### src/rtl/daq_buffer_reader_pkg.sv
// Shared constants and FSM state encoding for the DAQ event-buffer readout engine.
package daq_buffer_reader_pkg;

    localparam int ADDR_W_DEF = 15;
    localparam int DATA_W_DEF = 32;
    localparam int LEN_W_DEF  = 12;

    // Payload length sits in the low bits of the header word.
    localparam int LEN_LSB = 0;

    localparam logic [7:0] TRAILER_MARK = 8'hEE;

    typedef enum logic [1:0] {
        IDLE     = 2'd0,
        HDR_WAIT = 2'd1,
        PAYLOAD  = 2'd2,
        ERR      = 2'd3
    } rd_state_t;

endpackage

### src/rtl/daq_rd_skid_fifo.sv
// Synchronous register FIFO holding {last, data} words between the buffer read pipe and the stream.
module daq_rd_skid_fifo
    import daq_buffer_reader_pkg::*;
#(
    parameter int W     = DATA_W_DEF + 1,
    parameter int DEPTH = 4
) (
    input  logic                         clk,
    input  logic                         rst,
    input  logic                         push,
    input  logic [W-1:0]                 din,
    input  logic                         pop,
    output logic [W-1:0]                 dout,
    output logic [$clog2(DEPTH+1)-1:0]   count
);

    localparam int CNT_W = $clog2(DEPTH + 1);
    localparam int PTR_W = (DEPTH > 1) ? $clog2(DEPTH) : 1;

    logic [W-1:0]     mem [DEPTH];
    logic [PTR_W-1:0] wp;
    logic [PTR_W-1:0] rp;
    logic             do_push;
    logic             do_pop;

    assign do_pop  = pop && (count != '0);
    assign do_push = push && ((count != CNT_W'(DEPTH)) || do_pop);
    assign dout    = mem[rp];

    always_ff @(posedge clk) begin
        if (rst) begin
            wp    <= '0;
            rp    <= '0;
            count <= '0;
            for (int i = 0; i < DEPTH; i++) mem[i] <= '0;
        end else begin
            if (do_push) begin
                mem[wp] <= din;
                wp      <= (wp == PTR_W'(DEPTH - 1)) ? '0 : wp + PTR_W'(1);
            end
            if (do_pop)
                rp <= (rp == PTR_W'(DEPTH - 1)) ? '0 : rp + PTR_W'(1);
            case ({do_push, do_pop})
                2'b10:   count <= count + CNT_W'(1);
                2'b01:   count <= count - CNT_W'(1);
                default: count <= count;
            endcase
        end
    end

endmodule

### src/rtl/daq_buffer_reader.sv
// Readout engine pulling length-prefixed events from the DAQ buffer onto a valid/ready stream.
// Define DAQ_BUFFER_READER_TRAILER_EN to append a {EE, 00, evt_count} trailer word to each event.
module daq_buffer_reader
    import daq_buffer_reader_pkg::*;
#(
    parameter int ADDR_W     = ADDR_W_DEF,
    parameter int DATA_W     = DATA_W_DEF,
    parameter int RD_LAT     = 2,
    parameter int LEN_W      = LEN_W_DEF,
    parameter int SKID_DEPTH = 4
) (
    input  logic              clk,
    input  logic              rst,
    input  logic              enable,
    input  logic [ADDR_W-1:0] wr_ptr,
    output logic [ADDR_W-1:0] buf_addr,
    input  logic [DATA_W-1:0] buf_dout,
    output logic [DATA_W-1:0] m_data,
    output logic              m_valid,
    output logic              m_last,
    input  logic              m_ready,
    output logic [ADDR_W-1:0] rd_ptr,
    output logic [15:0]       evt_count,
    output logic              err,
    output rd_state_t         dbg_state
);

    localparam int CNT_W  = $clog2(SKID_DEPTH + 1);
    localparam int SUM_W  = CNT_W + 1;
    localparam int NEED_W = ADDR_W + 1;

    rd_state_t         state;
    logic [ADDR_W-1:0] avail;
    logic [ADDR_W-1:0] hdr_avail;
    logic [LEN_W-1:0]  remaining;
    logic [RD_LAT-1:0] pipe_v;
    logic [RD_LAT-1:0] pipe_last;
    logic [RD_LAT-1:0] pipe_hdr;
    logic [CNT_W-1:0]  fifo_count;
    logic [CNT_W-1:0]  inflight;
    logic              room;
    logic              issue;
    logic              issue_last;
    logic              ret_v;
    logic              ret_hdr;
    logic [LEN_W-1:0]  ret_len;
    logic              hdr_err;
    logic              push_last;
    logic              pop;
    logic              evt_done;
    logic              fifo_empty;
    logic [DATA_W:0]   fifo_dout;

    assign dbg_state = state;
    assign avail     = wr_ptr - buf_addr;
    assign ret_v     = pipe_v[RD_LAT-1];
    assign ret_hdr   = pipe_hdr[RD_LAT-1];
    assign ret_len   = buf_dout[LEN_LSB +: LEN_W];
    assign hdr_err   = (NEED_W'(ret_len) + NEED_W'(1)) > {1'b0, hdr_avail};
    assign push_last = ret_hdr ? (ret_len == '0) : pipe_last[RD_LAT-1];

    always_comb begin
        inflight = '0;
        for (int i = 0; i < RD_LAT; i++) inflight = inflight + CNT_W'(pipe_v[i]);
    end

    // Reads in flight are counted against FIFO space so a returning word always has a slot.
    assign room       = (SUM_W'(fifo_count) + SUM_W'(inflight)) < SUM_W'(SKID_DEPTH);
    assign issue      = room && (((state == IDLE) && enable && (avail != '0)) || (state == PAYLOAD));
    assign issue_last = (state == PAYLOAD) && (remaining == LEN_W'(1));

    always_ff @(posedge clk) begin
        if (rst) begin
            pipe_v    <= '0;
            pipe_last <= '0;
            pipe_hdr  <= '0;
        end else begin
            pipe_v[0]    <= issue;
            pipe_last[0] <= issue && issue_last;
            pipe_hdr[0]  <= issue && (state == IDLE);
            for (int i = 1; i < RD_LAT; i++) begin
                pipe_v[i]    <= pipe_v[i-1];
                pipe_last[i] <= pipe_last[i-1];
                pipe_hdr[i]  <= pipe_hdr[i-1];
            end
        end
    end

    always_ff @(posedge clk) begin
        if (rst) begin
            state     <= IDLE;
            buf_addr  <= '0;
            hdr_avail <= '0;
            remaining <= '0;
            err       <= 1'b0;
        end else begin
            if (issue) buf_addr <= buf_addr + ADDR_W'(1);
            case (state)
                IDLE: begin
                    if (issue) begin
                        hdr_avail <= avail;
                        state     <= HDR_WAIT;
                    end
                end
                HDR_WAIT: begin
                    // Earlier payload words may still be returning; only the header decides.
                    if (ret_v && ret_hdr) begin
                        if (hdr_err) begin
                            err   <= 1'b1;
                            state <= ERR;
                        end else if (ret_len == '0) begin
                            state <= IDLE;
                        end else begin
                            remaining <= ret_len;
                            state     <= PAYLOAD;
                        end
                    end
                end
                PAYLOAD: begin
                    if (issue) begin
                        remaining <= remaining - LEN_W'(1);
                        if (issue_last) state <= IDLE;
                    end
                end
                ERR:     state <= ERR;
                default: state <= IDLE;
            endcase
        end
    end

    daq_rd_skid_fifo #(
        .W     (DATA_W + 1),
        .DEPTH (SKID_DEPTH)
    ) u_fifo (
        .clk   (clk),
        .rst   (rst),
        .push  (ret_v),
        .din   ({push_last, buf_dout}),
        .pop   (pop),
        .dout  (fifo_dout),
        .count (fifo_count)
    );

    assign fifo_empty = (fifo_count == '0);

    // Stream handshake: a word transfers on a cycle with m_valid && m_ready; while m_valid is
    // high and m_ready low, m_data/m_last hold and m_valid stays asserted.
`ifdef DAQ_BUFFER_READER_TRAILER_EN
    logic trl_pend;

    assign m_valid  = trl_pend || !fifo_empty;
    assign m_data   = trl_pend ? DATA_W'({TRAILER_MARK, 8'h00, evt_count}) : fifo_dout[DATA_W-1:0];
    assign m_last   = trl_pend;
    assign pop      = !trl_pend && !fifo_empty && m_ready;
    assign evt_done = trl_pend && m_ready;

    always_ff @(posedge clk) begin
        if (rst)                         trl_pend <= 1'b0;
        else if (pop && fifo_dout[DATA_W]) trl_pend <= 1'b1;
        else if (evt_done)               trl_pend <= 1'b0;
    end
`else
    assign m_valid  = !fifo_empty;
    assign m_data   = fifo_dout[DATA_W-1:0];
    assign m_last   = fifo_dout[DATA_W];
    assign pop      = m_valid && m_ready;
    assign evt_done = pop && m_last;
`endif

    always_ff @(posedge clk) begin
        if (rst) begin
            rd_ptr    <= '0;
            evt_count <= '0;
        end else begin
            if (pop)      rd_ptr    <= rd_ptr + ADDR_W'(1);
            if (evt_done) evt_count <= evt_count + 16'd1;
        end
    end

endmodule

### config.mk
export PLATFORM = sky130hd
export DESIGN_NAME = daq_buffer_reader
export DESIGN_NICKNAME = d
export VERILOG_FILES = /design/src/rtl/daq_buffer_reader_pkg.sv /design/src/rtl/daq_rd_skid_fifo.sv /design/src/rtl/daq_buffer_reader.sv
export SDC_FILE = /design/constraint.sdc
export NUM_CORES = 1
export LEC_CHECK = 0
export BUFFER_PORTS_ARGS = -buffer_cell sky130_fd_sc_hd__buf_4
export CORE_UTILIZATION = 36
export CTS_CLUSTER_DIAMETER = 150
export CTS_CLUSTER_SIZE = 8
export DETAILED_ROUTE_END_ITERATION = 8
export SLEW_MARGIN = 20
export SYNTH_ARGS = -nofsm -noshare
export SYNTH_HDL_FRONTEND = slang
export SYNTH_HIERARCHICAL = 1
export SYNTH_SLANG_ARGS = --single-unit
### constraint.sdc
create_clock -name clk -period 3.6 [get_ports clk]
set_input_delay 0.18 -clock clk [delete_from_list [all_inputs] [get_ports clk]]
set_output_delay 0.18 -clock clk [all_outputs]
set_load 0.005 [all_outputs]
**Word level (Yosys, flattened, before mapping)**

Memories as Yosys holds them, arrays and structs flattened. A register that Yosys moved wholly into a read port is not among the register bits.
Cells that the tools add are included.

- Flip-flop bits (word level): 89
- Bits in latches: 0
- RAM bits: 132
- Memory bits (read-only): 0
- Input port bits: 51
- Output and inout port bits: 83
- Memories kept: 1

- $add $sub $neg: 12
- Multiply operators: 0
- Div/mod/pow operators: 0
- $lt $le $gt $ge: 2
- Equal/unequal tests: 15
- Shift operators: 0
- Mux-type cells: 26
- Bitwise logic cells: 0
- Reduce and logical (&&, ||, !) cells: 26

Memories:

| name | words | width | read ports | clocked after memory_dff | write ports | RTL line | source |
|---|---|---|---|---|---|---|---|
| u_fifo.mem | 4 | 33 | 1 | 1 | 4 | daq_rd_skid_fifo.sv:20 | `logic [W-1:0] mem [DEPTH];` |

Operators by type and width:

| operator | count |
|---|---|
| 2-to-1 mux 12 bit | 4 |
| 2-to-1 mux 33 bit | 1 |
| OR reduction 33 bit | 1 |
| adder 15 x 1 -> 15 bit (second input constant) | 2 |
| case mux 12 bit (2 select lines) | 1 |
| 2-to-1 mux 2 bit | 11 |
| adder 16 x 1 -> 16 bit (second input constant) | 1 |
| > comparator 13 x 15 -> 1 bit | 1 |
| nonzero test 15 bit | 1 |
| subtractor 15 bit | 1 |
| adder 12 x 1 -> 13 bit (second input constant) | 1 |
| == test 12 x 1 -> 1 bit (second input constant) | 1 |
| logical NOT 12 bit | 1 |
| inequality test 2 bit (second input constant) | 6 |
| subtractor 12 x 1 -> 12 bit (second input constant) | 1 |
| logical AND 1 bit | 11 |
| == test 2 bit (second input constant) | 5 |
| case mux 2 bit (4 select lines) | 1 |
| 2-to-1 mux 1 bit | 7 |
| case mux 3 bit (2 select lines) | 1 |
| AND reduction 5 bit | 1 |
| adder 2 x 1 -> 2 bit (second input constant) | 2 |
| adder 3 x 2 -> 4 bit | 1 |
| == test 2 x 1 -> 1 bit (second input constant) | 2 |
| 14 further kinds | 16 |

**Depth between registers and ports, before layout**

Gate-level depths: netlist (run 1).

- Depth in word-level cells: 11
- Mapped depth: 15

**Modules after synthesis**

The synthesis (run 1) kept the hierarchy.

By module, submodules not included:

| module | instances | cells an instance | area each (sq um) | seq. area each (sq um) |
|---|---|---|---|---|
| daq_rd_skid_fifo | 1 | 374 | 6199.7 | 4144.0 |
| daq_buffer_reader | 1 | 665 | 5253.8 | 1641.6 |

**Worst setup path before layout (run 1)**

No wires, ideal clock.

- Path type: in2reg
- Start: in buf_dout[3]
- End: reg remaining[3]
- Setup time: 0.119 ns
- Data arrival time: 2.972 ns
- Data required time: 3.481 ns
- Slack: 0.509 ns
- Stages: 14
- Path buffers: 1
- Cells stage by stage: and3_1 -> and3_1 -> and2_1 -> nand4_1 -> xnor2_1 -> ha_1 -> nand4_1 -> or4_1 -> nor3_1 -> nor3_1 -> nand2_1 -> a41oi_2 -> clkbuf_1 -> o221a_2

- Longest elaborated chain between the ends: 4
- Elaborated cells between the ends (all ways): 10
- Classes of those cells: add/sub (1); order compare (1); eq/ne (2); mux (4); reduce/logical (2)

RTL lines:

| what | RTL line | source |
|---|---|---|
| start: declaration | daq_buffer_reader.sv:17 | `input logic [DATA_W-1:0] buf_dout,` |
| adder 12 x 1 -> 13 bit / 2-to-1 mux 12 bit (equally long branches) | daq_buffer_reader.sv:59, daq_buffer_reader.sv:111 |  |
| > comparator 13 x 15 -> 1 bit / 2-to-1 mux 12 bit (equally long branches) | daq_buffer_reader.sv:59, daq_buffer_reader.sv:108 |  |
| inequality test 2 bit (no source line) / 2-to-1 mux 12 bit (equally long branches) | - |  |
| AND reduction 5 bit (no source line) / case mux 12 bit (2 select lines) (equally long branches) | - |  |
| end signal: assignment | daq_buffer_reader.sv:114 | `remaining <= ret_len;` |
| end signal: assignment | daq_buffer_reader.sv:121 | `remaining <= remaining - LEN_W'(1);` |
| end: declaration | daq_buffer_reader.sv:35 | `logic [LEN_W-1:0] remaining;` |

Parallel ways exist; a longest one is shown, timed or not. The select of a mux whose other input is x is not followed.
A chain may end at the register's enable or synchronous reset.

**Worst setup path after layout (run 1)**

- Start: in buf_dout[2]
- End: reg remaining[0]

- Longest elaborated chain between the ends: 4
- Elaborated cells between the ends (all ways): 6
- Classes of those cells: add/sub (1); order compare (1); eq/ne (2); reduce/logical (2)

RTL lines:

| what | RTL line | source |
|---|---|---|
| adder 12 x 1 -> 13 bit | daq_buffer_reader.sv:59 | `assign hdr_err = (NEED_W'(ret_len) + NEED_W'(1)) > {1'b0, hdr_avail};` |
| > comparator 13 x 15 -> 1 bit | daq_buffer_reader.sv:59 |  |
| inequality test 2 bit (no source line) | - |  |
| AND reduction 5 bit (no source line) * | - |  |

Mark *: on every way between the ends. The rest lies on a longest branch, timed or not.

==> impl_results.md, run 1 <==
- Status: finished, final reports clean
- Slew HR: 26.3%
- Comb power frac: 8.5%
- Pre-Repair DR Iteration Count: 4
- Via count: 8317
- Library cells used by synthesis: 71
- H-tree depth: 1
- P&R area growth vs syn: 22.2%
- ANT cells: 0
- Met3 WL: 1360 um
- Final core occ: 45.3%
- Die H: 180 um
- Achievable frequency: 0.296 GHz
- Deepest clock path buffer count: 3
- Total Routing Usage GR: 16.6%
- Post-detail-place hpwl: 17900 um
- Net Count, Synth: 1129
- CP max FO: 18
- Final Cycle Share: 93.8%
- Site row count: 64
- Worst Setup End Kind: flop
- Clk_skew: 0.0107 ns
- Tightest Hold Check Type: input port to flop
- Layout cells sized above 1: 20.3%
- Compound-Gate Fraction of Synth Area: 10.1%
- Mapped Avg Cell Area: 11.0 um^2
- Met2 WL: 12600 um
- Grt ovf: 0
- Clock power share: 44.1%
- Die ar.: 32500 um^2
- Post-DR wirelength/cell: 16.8 um
- Syn. warnings: 6
- Largest net degree at the start of global routing: 50
- Core outline area: 30900 um^2
- Dominant cell type by area after synthesis: edfxtp_1
- Sequential-to-total area share from yosys stat: 50.5%
- Slew @ Worst Pin: 1.10 ns
- Fin. Hold Viols: 0
- Flop pwr share: 47.4%
- Yosys top cell area share: 34.6%
- Startpoint types: input port
- Max Cap Violations: 0
- Simple-Gate Fraction of Synth Area: 20.3%
- Cell Int Power: 0.00460 W
- Vias in the first global route: 8332
- DR iter-0 viols: 410
- PortBufs: 133
- Worst EP arrival: 3.86 ns
- Syn Std Cell Area: 11500 um^2
- PwrDens: 425 nW/um^2
- CTS tree: yes
- Total negative setup slack: 0 ns
- Slew Viols, Final: 0
- RSZ-0062 raised after global routing: false
- Routed WL: 27100 um
- TritonCTS Buffers: 31
- Adder-Cell Fraction of Synth Area: 4.39%
- Cells after Synth: 1039
- Max rail drop VDD: 0.365 mV
- Post-CTS Setup Inserts: 0
- Leakage power: 5.36 nW
- Crit path kind: input port to flop
- Vias per inst: 5.15
- First-pass GRT wire length: 44200 um
- Finish-stage setup viols: 0
- Largest family of logic cells by synthesized area: simple AND/OR/NAND/NOR gates
- Area contributors post-synth: edfxtp_1, dfxtp_1, and2_1
- Gpl congestion: 0.831
- Sw Ratio: 22.8%
- Most frequent cell after synthesis: edfxtp_1
- FFs w/ async S/R, synth: 0%
- Nets: 1291
- CTS Sinks: 223
- Clk pin slew, worst setup/hold paths: 0.06 ns
- Initial antenna violation count: 0
- IO Count: 134
- P_sw: 0.00136 W
- Number of enable flip-flop cells after synthesis: 132
- XOR/XNOR Fraction of Synth Area: 3.44%
- WL met1: 12600 um
- Post-synth top flop: edfxtp_1
- CTS root buf: clkbuf_16
- DR top layer: met4
- Fill cells: 2889
- DR DRC count: 0
- Tmin final: 3.38 ns
- Multiplexer share of the synthesized area: 7.72%
- Synth Register Bits: 223
- Top cells by count, synth: edfxtp_1, and2_1, dfxtp_1, nor2_1, nand2_1
- Clk Latency, worst-skew pair: 0.56 ns
- Worst Path Required: 4.09 ns
- Die Span X: 180 um
- Starting Density: 37.1%
- Antenna-violating nets left: 0
[metrics by stage]
step	area (um^2)	cells	power [W]	setup WS, ns	hold WS (ns)
2_1_floorplan	11500	1039	0.00315	0.509	0.344
3_3_place_gp	12800	1535	0.00335	0.247	0.424
3_5_place_dp	12800	1535	0.00335	0.196	0.434
4_1_cts	14000	1615	0.00604	0.214	0.00364
5_1_grt	14000	1615	0.00621	0.0182	0.0193
6_report	14000	1615	0.00595	0.222	0.0334
[sequential cells by signal, summed over array words and instances (netlist names), named ones only]
name and flops:
buf_addr 15, dbg_state 2, err 1, evt_count 16
hdr_avail 15, pipe_hdr 2, pipe_last 2, pipe_v 2
rd_ptr 15, remaining 12, u_fifo/count 3, u_fifo/mem 132
u_fifo/rp 2, u_fifo/wp 2
[cell usage in the layout (no fill, tap or decap), drive strengths merged, types with 7 or more instances in the layout]
master,count
mux2i,7
and3,17
xnor2,17
dfxtp,91
buf,148
nor2b,7
o21a,10
o31ai,12
nand3,35
edfxtp,132
ha,37
nor4,8
mux4,33
inv,44
dlygate4sd3,29
xor2,28
a21oi,63
nand2,65
a21o,9
nand4,20
nor2,70
clkbuf,50
or3,14
and2,136
nor3,15
o21ai,37
or4,10
[power by group through the flow]
stage / clock network (W) / registers, W / logic [W]
2_1_floorplan: 0 / 0.00286 / 0.000289
3_3_place_gp: 0 / 0.00287 / 0.000479
3_5_place_dp: 0 / 0.00287 / 0.000482
4_1_cts: 0.00271 / 0.00282 / 0.000511
5_1_grt: 0.00282 / 0.00283 / 0.000565
6_report: 0.00263 / 0.00282 / 0.000506
[area by class of cell]
class	instances	area (um^2)	share of cell area, %
Clock inverter	1	20.0	0.143
Timing Repair Buffer	177	1400	10.0
Multi-Input combinational cell	725	5280	37.7
Tap cell	396	495	3.54
Clock buffer	50	847	6.05
Inverter	43	161	1.15
Sequential cell	223	5790	41.4
[logic make-up (layout without fill, tap and decap cells)]
| family | count (synthesis) | after routing |
|---|---|---|
| compound gates | 177 | 177 |
| mux | 45 | 45 |
| xor+xnor | 45 | 45 |
| fa+ha+maj | 39 | 39 |
| simple gates | 419 | 419 |
| buf+inv | 91 | 271 |
| flops | 223 | 223 |
[repair_timing]
| action | in CTS | in global routing |
|---|---|---|
| resized for setup | 0 | 2 |
| setup endpoints to repair | 0 | 2 |
| endpoints found under the hold margin | 110 | 0 |
| hold buffers | 29 | 0 |
[worst paths after layout]
kind / from / endpoint / slack, ns / cells after the start
hold reg to reg: pipe_hdr[0]$_SDFF_PP0_ / pipe_hdr[1]$_SDFF_PP0_ / 0.44 / 1
setup reg to reg: buf_addr[9]$_SDFFE_PP0P_ / buf_addr[3]$_SDFFE_PP0P_ / 0.37 / 10
hold / removal: buf_dout[3] / u_fifo/mem[3][3]$_DFFE_PP_ / 0.03 / 2
setup / recovery: buf_dout[2] / remaining[0]$_SDFFE_PP0P_ / 0.22 / 17
[metal layers]
metal | vias up | GRT usage, %
met5 | - | 0
met3 | 43 | 3.17
met4 | 0 | 4.07
met2 | 206 | 27.7
met1 | 3941 | 22.3
li1 | 4127 | -
[worst max-delay path: stages]
cell,delay (ns)
dlygate4sd3_1,0.55
buf_4,0.17
and3_1,0.17
and3_1,0.19
and2_1,0.17
nand4_1,0.12
xnor2_1,0.15
ha_1,0.29
nand4_1,0.09
or4_1,0.52
nor3_2,0.23
nor3_1,0.07
nand2_1,0.18
a41oi_2,0.14
buf_4,0.23
a211o_1,0.28
a21oi_1,0.13
Power figures use the tool's default switching activity.
==> run 2: changes to the inputs <==
BUFFER_PORTS_ARGS = not set   (was -buffer_cell sky130_fd_sc_hd__buf_4)
CAP_MARGIN = 5   (was not set)
DONT_BUFFER_PORTS = 1   (was not set)
clock period = 3.1 ns   (was 3.6 ns; I/O delays follow)
==> run 2 against run 1 <==
Effect of this change: total power increased by 16%; via count decreased by 3.1%; final area decreased by 3.8%; final cell count decreased by 5.4%; utilization decreased by 1.7 points; highest routed layer unchanged.
==> impl_results.md, run 2 (same netlist as run 1, synthesis figures left out) <==
- Die Span X: 180 um
- Grt ovf: 0
- Status: finished, final reports clean
- Fin. Hold Viols: 0
- Tmin final: 2.95 ns
- CTS tree: yes
- Total Routing Usage GR: 16.8%
- FF-to-FF path depth: 10
- PortBufs: 0
- Starting Density: 37.1%
- Site row count: 64
- First-pass GRT wire length: 44100 um
- Achievable frequency: 0.339 GHz
- Slew @ Worst Pin: 0.908 ns
- Fill cells: 2891
- FF-to-FF End: buf_addr[0]$_SDFFE_PP0P_
- Crit path kind: flop to flop
- Initial antenna violation count: 1
- DR iter-0 viols: 418
- Vias in the first global route: 8161
- Clk Latency, worst-skew pair: 0.56 ns
- Setup WS pre-CTS: -0.00337 ns
- IO Count: 134
- Startpoint types: flop
- Tightest Hold Check Type: input port to flop
- CTS root buf: clkbuf_16
- Worst Path Required: 3.55 ns
- Routed WL: 27700 um
- TritonCTS Buffers: 31
- Slew HR: 38.9%
- Largest net degree at the start of global routing: 87
- Biggest registers after layout: u_fifo/mem (132), evt_count (16)
- RSZ-0062 raised after global routing: false
- Max rail drop VDD: 0.422 mV
- Core outline area: 30900 um^2
- CP max FO: 7
- Gpl congestion: 0.825
- Pre-Repair DR Iteration Count: 5
- Tot Pwr: 0.00691 W
- PwrDens: 513 nW/um^2
- DR DRC count: 0
- Fin worst setup slack: 0.152 ns
- Worst hold endpoint: hdr_avail[6]$_SDFFE_PP0P_
- CTS Sinks: 223
- Leakage power: 4.93 nW
- Vias per inst: 5.27
- Min-delay src: enable
- Clk pin slew, worst setup/hold paths: 0.06 ns
- P&R area growth vs syn: 17.5%
- Worst Setup End Kind: flop
- Most frequent cells in the layout: edfxtp_1, and2_1, dfxtp_1
- ANT cells: 0
- Max Cap Violations: 0
- Post-detail-place hpwl: 17500 um
- Layout cells sized above 1: 14.3%
- Nets: 1204
- Finish-stage setup viols: 0
- Origin of the critical flop-to-flop path: buf_addr[0]$_SDFFE_PP0P_
- Commonest non-fill, non-tap cell in the layout: edfxtp_1
- Final Cycle Share: 95.1%
- Antenna-violating nets left: 0
- Via count: 8057
- Slew Viols, Final: 0
- Worst EP arrival: 3.40 ns
- R2R setup slack: 0.15 ns
- Die H: 180 um
- Deepest clock path buffer count: 3
- Post-DR wirelength/cell: 18.1 um
- Hold Path Stages: 4
- Top reg by flops: u_fifo/mem
- Die ar.: 32500 um^2
- H-tree depth: 1
- Max reg flops: 132
- Clk_skew: 0.0132 ns
run 2: changes by cell type in the layout (fill, tap and decap cells not counted), sizes merged:
cell	change
dlygate4sd3	+6
buf	-95
a41o	+2
run 2: per-stage QoR:
| step | util, % | cells | instance area, um^2 | setup TNS, ns | hold slack, ns |
|---|---|---|---|---|---|
| 5_1_grt | 43.6 | 1528 | 13500 | 0 | 0.0458 |
| 3_5_place_dp | 39.2 | 1439 | 12100 | -0.00337 | 0.233 |
| 6_report | 43.6 | 1528 | 13500 | 0 | 0.0511 |
| 3_3_place_gp | 39.2 | 1439 | 12100 | 0 | 0.231 |
| 4_1_cts | 43.3 | 1526 | 13400 | 0 | 0.0260 |
| 2_1_floorplan | - | 1039 | 11500 | 0 | 0.319 |
run 2: final cells by class:
type                            instances  area, um^2  area share (%)
Timing Repair Buffer                   88         781            5.80
Clock inverter                          1        20.0           0.149
Clock buffer                           50         847            6.29
Inverter                               43         161            1.20
Tap cell                              396         495            3.68
Sequential cell                       223        5790            43.0
Multi-Input combinational cell        727        5370            39.9
run 2: critical path, cell delays in order, from the launching register on:
cell and delay, ns:
dfxtp_1 0.32, ha_1 0.20, fa_1 0.39, nand2b_1 0.21, a21oi_2 0.18, o21ai_1 0.14
xnor2_2 0.18, nor4b_4 0.43, a41o_4 0.36, nor2_1 0.09, mux2_4 0.33
run 2: worst max-delay path by stage:
stage	from	endpoint	slack, ns
2_1_floorplan	buf_dout[3]	remaining[3]$_SDFFE_PP0P_	0.03
3_3_place_gp	buf_dout[3]	remaining[4]$_SDFFE_PP0P_	0.04
3_5_place_dp	buf_addr[1]$_SDFFE_PP0P_	buf_addr[13]$_SDFFE_PP0P_	-0.003
4_1_cts	buf_addr[1]$_SDFFE_PP0P_	buf_addr[0]$_SDFFE_PP0P_	0.08
5_1_grt	buf_addr[0]$_SDFFE_PP0P_	buf_addr[0]$_SDFFE_PP0P_	0.01
6_report	buf_addr[0]$_SDFFE_PP0P_	buf_addr[0]$_SDFFE_PP0P_	0.15
run 2: layer usage:
| metal | wire (um) | GRT usage, % | vias to the layer above |
|---|---|---|---|
| li1 | - | - | 3941 |
| met1 | 12000 | 20.8 | 3856 |
| met2 | 13100 | 28.7 | 222 |
| met3 | 2120 | 5.03 | 38 |
| met4 | 459 | 3.86 | 0 |
| met5 | 0 | 0 | - |
run 2: what timing repair did:
item,4_1_cts,5_1_grt
hold endpoints to repair,216,0
setup endpoints to repair,2,23
buffers inserted,0,0
cloned,0,2
resized for setup,1,12
pin swaps,0,3
hold buffers,36,0
run 2: power by group:
group | internal (W) | switching, W
combinational | 0.000232 | 0.000319
clock | 0.00184 | 0.00125
sequential | 0.00323 | 0.0000361
total | 0.00530 | 0.00160
==> run 3: changes to the inputs <==
MAX_ROUTING_LAYER = met4   (was not set)
==> run 3 against run 2 <==
Effect of this change: via count increased by 0.53%; global-route usage increased by 0.53 points; utilization unchanged; sequential cell count unchanged; clock skew increased by 0.0014 ns.
==> impl_results.md, run 3 (same netlist as run 1, synthesis figures left out) <==
- H-tree depth: 1
- Site row count: 64
- Worst EP arrival: 3.39 ns
- Pre-Repair DR Iteration Count: 7
- Routed WL: 27700 um
- Worst stage delay on the critical path: 0.43 ns
- Fin worst setup slack: 0.158 ns
- ANT cells: 0
- Slew HR: 40.2%
- CTS tree: yes
- Vias in the first global route: 8158
- Clk Latency, worst-skew pair: 0.56 ns
- Core outline area: 30900 um^2
- FF-to-FF path depth: 10
- Max rail drop VDD: 0.421 mV
- Crit path kind: flop to flop
- P&R area growth vs syn: 17.5%
- Final core occ: 43.6%
- Tightest Hold Check Type: input port to flop
- Tmin final: 2.94 ns
- Commonest non-fill, non-tap cell in the layout: edfxtp_1
- Grt ovf: 0
- Clk_skew: 0.0145 ns
- Fin. Hold Viols: 0
- Die ar.: 32500 um^2
- First-pass GRT wire length: 44100 um
- Post-detail-place hpwl: 17500 um
- Die H: 180 um
- IO Count: 134
- CP cell instances: ha_1 -> fa_1 -> nand2b_1 -> a21oi_2 -> o21ai_1 -> xnor2_2 -> nor4b_4 -> a41o_4 -> nor2_1 -> mux2_4
- Starting Density: 37.1%
- DR iter-0 viols: 471
- Worst Setup End Kind: flop
- CP max FO: 7
- Post-CTS Setup Inserts: 0
- Fin cells: 1528
- Clk pin slew, worst setup/hold paths: 0.06 ns
- Deepest clock path buffer count: 3
- PwrDens: 513 nW/um^2
- Worst Path Required: 3.55 ns
- Via count: 8100
- Biggest registers after layout: u_fifo/mem (132), evt_count (16)
- Setup WS pre-CTS: -0.00337 ns
- Total negative setup slack: 0 ns
- TritonCTS Buffers: 31
- Hold Path Stages: 2
- Max Cap Violations: 0
- Slew @ Worst Pin: 0.889 ns
- Status: finished, final reports clean
- Largest net degree at the start of global routing: 87
- Vias per inst: 5.30
- Nets: 1204
- PortBufs: 0
- Startpoint types: flop
- Total Routing Usage GR: 17.4%
- Post-DR wirelength/cell: 18.1 um
- DR DRC count: 0
- Antenna-violating nets left: 0
- Placed insts: 1439
- Leakage power: 4.93 nW
- Gpl congestion: 0.837
- Most frequent cells in the layout: edfxtp_1, and2_1, dfxtp_1
- Layout cells sized above 1: 14.3%
- RSZ-0062 raised after global routing: false
- Top reg by flops: u_fifo/mem
- Max reg flops: 132
- Achievable frequency: 0.340 GHz
- CTS Sinks: 223
- Final Cycle Share: 94.9%
- CTS root buf: clkbuf_16
- Finish-stage setup viols: 0
- Slew Viols, Final: 0
- CP max stage cell: nor4b_4
- Cell area after layout: 13500 um^2
- Die Span X: 180 um
- Initial antenna violation count: 1
- Post-DP Area: 12100 um^2
run 3: cell counts in the layout (fill, tap and decap cells not counted):
Identical to the previous run, type by type.
run 3: power breakdown:
part	leakage, nW	switching (W)	internal, W
logic	2.42	0.000318	0.000232
registers	2.10	0.0000356	0.00323
clock network	0.414	0.00125	0.00184
total	4.93	0.00160	0.00530
run 3: area by class of cell:
class                   count  area, um^2
clock buffers              50         847
flip-flops and latches    223        5790
clock inverters             1        20.0
inverters                  43         161
repair buffers             88         781
fillers                  2891       17400
well taps                 396         495
multi-input cells         727        5370
run 3: worst paths after layout:
kind	startpoint	endpoint	slack (ns)
worst min register to register	pipe_last[0]$_SDFF_PP0_	pipe_last[1]$_SDFF_PP0_	0.43
worst min-delay path	rst	hdr_avail[12]$_SDFFE_PP0P_	0.05
worst max-delay path	buf_addr[0]$_SDFFE_PP0P_	buf_addr[0]$_SDFFE_PP0P_	0.16
worst max register to register	buf_addr[0]$_SDFFE_PP0P_	buf_addr[0]$_SDFFE_PP0P_	0.16
run 3: metrics by stage:
stage / hold slack [ns] / power (W)
floorplan: 0.319 / 0.00365
global placement: 0.231 / 0.00377
detailed placement: 0.233 / 0.00378
CTS: 0.0260 / 0.00697
global route: 0.0458 / 0.00720
finish: 0.0465 / 0.00690
run 3: repair_timing:
action / CTS / global route
gates cloned: 0 / 2
hold buffers: 36 / 0
endpoints found under the hold margin: 216 / 0
resized for setup: 1 / 12
endpoints found under the setup margin: 2 / 23
pin swaps: 0 / 3
run 3: critical path: cells and delay by family (launching register included):
family                   cells  cell delay, ns
XOR/XNOR                     1            0.18
AO/OA/AOI/OAI                3            0.68
flip-flops                   1            0.32
multiplexers                 1            0.33
adder cells (fa/ha/maj)      2            0.59
AND/OR/NAND/NOR              3            0.72
run 3: metal layers:
layer | share of wire, % | vias up | GRT usage [%] | wire [um]
li1 | - | 3942 | - | -
met1 | 44 | 3877 | 21.0 | 12100
met2 | 47 | 242 | 28.7 | 13100
met3 | 7.4 | 39 | 4.83 | 2060
met4 | 1.7 | 0 | 3.86 | 476
met5 | 0 | - | - | 0
